File: config.mk
export PLATFORM = sky130hd
export DESIGN_NAME = hazard_stall_unit
export DESIGN_NICKNAME = d
export VERILOG_FILES = /design/src/rtl/hazard_stall_unit.sv
export SDC_FILE = /design/constraint.sdc
export NUM_CORES = 1
export LEC_CHECK = 0
export CAP_MARGIN = 20
export CORE_MARGIN = 1
export CORE_UTILIZATION = 35
export DETAILED_ROUTE_END_ITERATION = 10
export PLACE_DENSITY_LB_ADDON = 0.08
export SKIP_LAST_GASP = 1
export SLEW_MARGIN = 25
export SYNTH_ARGS = -nofsm -noshare
export SYNTH_HDL_FRONTEND = slang
export SYNTH_SLANG_ARGS = --single-unit
export TNS_END_PERCENT = 20
File: constraint.sdc
create_clock -name clk -period 1.71 [get_ports clk]
set_input_delay 0.2565 -clock clk [delete_from_list [all_inputs] [get_ports clk]]
set_output_delay 0.2565 -clock clk [all_outputs]
set_load 0.01 [all_outputs]
File: src/rtl/hazard_stall_unit.sv
// Load-use, branch-squash and multi-cycle freeze control; combinational outputs, registered RUN/MC_BUSY state.
// Optional HAZARD_PERF_CNT_EN adds 32-bit wrapping perf counters (perf_load_use, perf_mc_stall, perf_flush).
module hazard_stall_unit #(
  parameter int REG_ADDR_W = 5,
  parameter int MC_TIMEOUT = 64
) (
  input  logic                  clk,
  input  logic                  rst_n,
  input  logic [REG_ADDR_W-1:0] if_id_rs1,
  input  logic [REG_ADDR_W-1:0] if_id_rs2,
  input  logic [REG_ADDR_W-1:0] id_ex_rd,
  input  logic                  id_ex_memread,
  input  logic                  branch_taken,
  input  logic                  mc_start,
  input  logic                  mc_done,
  output logic                  pc_write,
  output logic                  if_id_write,
  output logic                  id_ex_write,
  output logic                  if_id_flush,
  output logic                  id_ex_flush,
  output logic                  ex_mem_flush,
  output logic                  mc_busy,
`ifdef HAZARD_PERF_CNT_EN
  output logic [31:0]           perf_load_use,
  output logic [31:0]           perf_mc_stall,
  output logic [31:0]           perf_flush,
`endif
  output logic                  mc_timeout
);

  localparam int CNT_W = $clog2(MC_TIMEOUT + 1);
  localparam logic [CNT_W-1:0] CNT_LAST = CNT_W'(MC_TIMEOUT - 1);

  typedef enum logic {RUN, MC_BUSY} state_t;

  state_t           r_state;
  logic [CNT_W-1:0] r_cnt;
  state_t           w_state_nxt;
  logic [CNT_W-1:0] w_cnt_nxt;
  logic             w_load_use;
  logic             w_lu_bubble;
  logic             w_br_flush;

  assign w_load_use = id_ex_memread && (id_ex_rd != '0) &&
                      ((id_ex_rd == if_id_rs1) || (id_ex_rd == if_id_rs2));

  always_comb begin
    pc_write     = 1'b1;
    if_id_write  = 1'b1;
    id_ex_write  = 1'b1;
    if_id_flush  = 1'b0;
    id_ex_flush  = 1'b0;
    ex_mem_flush = 1'b0;
    mc_busy      = 1'b0;
    mc_timeout   = 1'b0;
    w_lu_bubble  = 1'b0;
    w_br_flush   = 1'b0;
    w_state_nxt  = r_state;
    w_cnt_nxt    = r_cnt;
    if (!rst_n) begin
      pc_write     = 1'b0;
      if_id_write  = 1'b0;
      id_ex_write  = 1'b0;
      if_id_flush  = 1'b1;
      id_ex_flush  = 1'b1;
      ex_mem_flush = 1'b1;
      w_state_nxt  = RUN;
      w_cnt_nxt    = '0;
    end else if (r_state == RUN) begin
      if (branch_taken) begin
        if_id_flush = 1'b1;
        id_ex_flush = 1'b1;
        w_br_flush  = 1'b1;
      end else if (mc_start && !mc_done) begin
        pc_write     = 1'b0;
        if_id_write  = 1'b0;
        id_ex_write  = 1'b0;
        ex_mem_flush = 1'b1;
        w_state_nxt  = MC_BUSY;
        w_cnt_nxt    = CNT_W'(1);
      end else if (!mc_start && w_load_use) begin
        pc_write    = 1'b0;
        if_id_write = 1'b0;
        id_ex_flush = 1'b1;
        w_lu_bubble = 1'b1;
      end
    end else begin
      mc_busy = 1'b1;
      if (mc_done) begin
        // Release lets the result into EX/MEM; a pending load-use still gets its bubble.
        w_state_nxt = RUN;
        w_cnt_nxt   = '0;
        if (w_load_use) begin
          pc_write    = 1'b0;
          if_id_write = 1'b0;
          id_ex_flush = 1'b1;
          w_lu_bubble = 1'b1;
        end
      end else if (r_cnt == CNT_LAST) begin
        mc_timeout   = 1'b1;
        ex_mem_flush = 1'b1;
        w_state_nxt  = RUN;
        w_cnt_nxt    = '0;
      end else begin
        pc_write     = 1'b0;
        if_id_write  = 1'b0;
        id_ex_write  = 1'b0;
        ex_mem_flush = 1'b1;
        w_cnt_nxt    = r_cnt + CNT_W'(1);
      end
    end
  end

  always_ff @(posedge clk or negedge rst_n) begin
    if (!rst_n) begin
      r_state <= RUN;
      r_cnt   <= '0;
    end else begin
      r_state <= w_state_nxt;
      r_cnt   <= w_cnt_nxt;
    end
  end

`ifdef HAZARD_PERF_CNT_EN
  logic [31:0] r_perf_lu;
  logic [31:0] r_perf_mc;
  logic [31:0] r_perf_fl;

  always_ff @(posedge clk or negedge rst_n) begin
    if (!rst_n) begin
      r_perf_lu <= '0;
      r_perf_mc <= '0;
      r_perf_fl <= '0;
    end else begin
      if (w_lu_bubble) r_perf_lu <= r_perf_lu + 32'd1;
      if (mc_busy)     r_perf_mc <= r_perf_mc + 32'd1;
      if (w_br_flush)  r_perf_fl <= r_perf_fl + 32'd1;
    end
  end

  assign perf_load_use = r_perf_lu;
  assign perf_mc_stall = r_perf_mc;
  assign perf_flush    = r_perf_fl;
`endif

endmodule

==> Word-level counts from Yosys, hierarchy flattened <==
Index checks and enable logic that the tools add are counted.
{ "word_totals": {"ram_bits": 0, "rom_bits": 0, "in_bits": 21, "latchBits": 0, "reg_bits": 8, "output_inout_bits": 8, "memories": 0} }
{ "op_classes": {"n_bitwise": 0, "mul": 0, "reduce_logical": 9, "eq_ne": 5, "muxes": 43, "n_shift": 0, "order_cmp": 0, "addsub": 1, "n_div": 0} }
{ "ops": {"columns": ["operator", "count"], "rows": [
  ["2-to-1 mux 7 bit", 6],
  ["2-to-1 mux 1 bit", 37],
  ["equality test 5 bit", 2],
  ["adder 7 x 1 -> 7 bit (second input constant)", 1],
  ["equality test 7 x 6 -> 1 bit (second input constant)", 1],
  ["nonzero test 5 bit", 1],
  ["logical AND 1 bit", 4],
  ["!= test 3 x 1 -> 1 bit (second input constant)", 1],
  ["!= test 3 x 2 -> 1 bit (second input constant)", 1],
  ["zero test 1 bit", 2],
  ["AND reduction 2 bit", 1],
  ["logical OR 1 bit", 1]
]} }

==> Logic depth before layout (Yosys ltp) <==
{ "logic_depth": {"depth_word": 9, "ltp_mapped": 7, "depth_no_buf": 6} }

==> Worst setup path after synthesis <==
No wires, ideal clock.
{ "synth_path": {"kind": "reg-to-output", "from": "register r_cnt[0]", "to": "output port pc_write", "arrival_ns": 1.675, "path_stages_with_launch": 8, "t_required_ns": 1.454, "path_slack_ns": -0.222, "path_cell_list": "dfrtp_1 ha_1 nand2_1 or3_4 nand2_1 o31ai_1 o21ai_0 buf_4"} }
{ "synth_between": {"elab_chain_cells": 5} }
{ "synth_rtl": {"columns": ["element", "line_no", "source"], "rows": [
  ["start: declaration", "37", "logic [CNT_W-1:0] r_cnt;"],
  ["start signal: assignment", "120", "r_cnt <= w_cnt_nxt;"],
  ["equality test 7 x 6 -> 1 bit", "99", "end else if (r_cnt == CNT_LAST) begin"],
  ["2-to-1 mux 1 bit (4 in series)", null, null],
  ["end: declaration", "16", "output logic pc_write,"]
]} }
No other way between the ends.

==> Final worst setup path <==
{ "layout_path": {"from": "register r_cnt[0]", "to": "output port pc_write"} }
{ "layout_between": {"elab_chain_cells": 5} }
{ "layout_rtl": {"columns": ["element", "line_no", "source"], "rows": [
  ["equality test 7 x 6 -> 1 bit", "99", null],
  ["2-to-1 mux 1 bit", "99", null],
  ["2-to-1 mux 1 bit", "89", "if (mc_done) begin"],
  ["2-to-1 mux 1 bit", "69", "end else if (r_state == RUN) begin"],
  ["2-to-1 mux 1 bit", "60", "if (!rst_n) begin"]
]} }
No other way between the ends.

==> impl_metrics.toml <==
[pwr]
sequentialPowerShare_pct = 37.3
peakVddDrop_mv = 0.315
p_switching_mw = 0.149
cellInternalPower_mw = 0.374
leakagePower_nw = 0.563
combPwrFrac_pct = 34.6
power_density_nw_per_um2 = 433
p_clk_share_pct = 28.1
p_sw_share_pct = 28.5

[floorplan]
die_h_um = 46.1
initial_core_util_pct = 38.2
die_x_um = 46.1
rows = 15
core_um2 = 1780
die_area_um2 = 2130
io_pins = 29

[layout]
fin_cells = 162
final_common_cell = "buf_4"
antennaDiodeCount = 0
n_fill_cell = 160
area_growth_pct = 77.1
stdcell_area_um2 = 1210
final_nets = 161
drive_gt1_share_pct = 38.0
final_cell_mix = "buf_4 (24), clkdlybuf4s50_1 (13), xor2_1 (10), dlygate4sd2_1 (10), nor2_1 (9)"

[grt]
grt_usage_pct = 20.3
grt_max_degree = 11
grt_overflow_total = 0
grt_pass1_wl_mm = 3.02
grt_pass1_vias = 722
antenna_found_initial = 0

[synth]
syn_inst = 83
synthesis.area_um2 = 682
synth_compound_area_share_pct = 25.1
yosysSeqAreaShare_pct = 29.4
synthSimpleGateAreaFrac_pct = 23.9
ys_types = 34
synth-xor-area-share_pct = 12.8
synth_top_family_by_area = "compound AO/OA/AOI/OAI gates"
muxShareOfSynthArea_pct = 0
synth_top_area_share_pct = 29.4
synth_area_leader_cell = "dfrtp_1"
synth_nets = 105
avgSynthCellArea_um2 = 8.22
yosys_register_bits = 8
yosysWarnings = 0
synthAdderAreaFrac_pct = 1.83
synthTopCellsByArea = "dfrtp_1 (29%), xor2_1 (13%), o21ai_0 (5.1%)"

[routing]
drt-pass1-iter-count = 4
drc = 0
routed_wl_mm = 1.91
antenna_left = 0
num_vias = 789
vias_per_cell = 4.87
drt_iter0_drc = 11
post_drt_wl_per_cell_um = 11.8

[worst_setup_path]
crit_type = "flip-flop to output pin"
required_ns = 1.45
crit_arrival_ns = 1.72
worst_setup_path_start_kind = "flip-flop"
crit_path_max_fanout = 4
crit_path_end_kind = "output pin"
r2r_slack_ns = 0.13

[placed_design]
dp_cells = 156
gp_congestion = 0.736
dp_slack_ns = -0.803
io_buffers = 28
dpl_cell_area_um2 = 1140
hpwlAfterDp_mm = 1.59

[sta]
fin_hold_ws_ns = 0.430
hold_violations = 0
skew_ns = 0.000907
relSlewSlack_pct = 77.3
fin_crit_sh_pct = 115
slew_viol_final = 0
setup_viol_count_final = 10
tightest_slew_ns = 0.340
period_needed_ns = 1.97
rsz0062_at_grt = "yes"
fin_ws_ns = -0.264
max_freq_ghz = 0.506

[clock_network]
cts_tree = "done"
insertion_delay_ns = 0.25
cts-htree-levels = 1
cts_buffer_depth = 2
path_clk_slew_ns = 0.05
cts_buffers = 3
cts-root-buf = "clkbuf_4"
clock-sinks = 8

[status]
violations = "negative setup slack"
outcome = "finished with violations"

[hold_path]
min_path_type = "input pin to asynchronous set/reset pin"

[job]
cap_violations = 0
## Yosys cell counts
cell type  count
a21o_1         1
a21o_2         1
a21oi_1        5
a22o_2         1
a22oi_1        1
a311oi_4       1
a31oi_1        2
and2_1         1
buf_2          1
buf_4          1
buf_6          1
clkinv_4       1
dfrtp_1        8
ha_1           1
inv_1          4
nand2_1        7
nand3_1        2
nand4_1        1
nor2_1         9
nor2b_1        1
nor3_1         4
nor3b_1        1
o21a_1         1
o21ai_0        7
o21ai_2        1
o22ai_1        1
o31ai_1        1
o41ai_1        1
or2_1          1
or2_2          1
or3_2          1
or3_4          1
or4_1          2
xor2_1        10
## cells by family (layout without fill, tap and decap cells)
group / after synthesis / count (layout)
xor gates and xnor gates: 10 / 10
DFF: 8 / 8
adders and majority gates: 1 / 1
AOI/OAI and AO/OA: 24 / 24
and+or+nand+nor: 32 / 32
buffers and inverters: 8 / 62
## final cells by class
type / count / area [µm²] / area share [%]
multi-input cells: 67 / 484 / 40.1
repair buffers: 54 / 445 / 36.9
flip-flops and latches: 8 / 200 / 16.6
well taps: 25 / 31.3 / 2.59
inverters: 5 / 23.8 / 1.97
clock buffers: 3 / 22.5 / 1.87
## path summary, 6_finish.rpt
kind	start	to	depth (start not counted)
max in group asynchronous	rst_n	r_cnt[3]$_DFFE_PN0P_	3
min in group clk	r_cnt[6]$_DFFE_PN0P_	r_cnt[6]$_DFFE_PN0P_	1
setup / recovery	r_cnt[0]$_DFFE_PN0P_	pc_write	7
hold reg to reg	r_cnt[6]$_DFFE_PN0P_	r_cnt[6]$_DFFE_PN0P_	1
setup reg to reg	r_state$_DFF_PN0_	r_cnt[3]$_DFFE_PN0P_	6
hold / removal	rst_n	r_cnt[0]$_DFFE_PN0P_	3
## flip-flops by register name, indices dropped and copies added, names as in the netlist
register,cells
r_cnt,7
r_state,1
## power by group through the flow
stage                     logic, mW  registers [mW]  clock network [mW]
after floorplan              0.0683           0.196                   0
after global placement        0.175           0.198                   0
after detailed placement      0.179           0.198                   0
after CTS                     0.180           0.195               0.156
after global routing          0.197           0.195               0.162
final                         0.181           0.195               0.147
## stage by stage
stage               total power [mW]  setup TNS, ns  utilization [%]
floorplan                      0.265         -0.105                -
global placement               0.373          -4.12             64.2
detailed placement             0.377          -4.43             64.2
CTS                            0.531          -1.92             67.0
global route                   0.554          -2.57             67.7
finish                         0.523          -1.84             67.7
## critical path: stages (launching register included)
cell and delay, ns:
dfrtp_1 0.37, ha_2 0.19, nand2_2 0.05, or3_4 0.40, nand2_2 0.08, o31ai_2 0.05
o21ai_1 0.16, buf_2 0.16
## per-layer routing
layer	global-route usage, %	routed length (µm)	vias to the layer above
met5	0	0	-
met4	7.06	29	0
met3	5.88	74	4
met2	35.5	1020	21
met1	23.1	785	360
li1	-	-	404
## what timing repair did
action                                  in CTS  in global routing
endpoints found under the setup margin       8                 10
hold buffers                                 0                  0
pin swaps                                   14                  3
buffers inserted                             3                  0
resized for setup                           39                  3
Power figures use the tool's default switching activity.
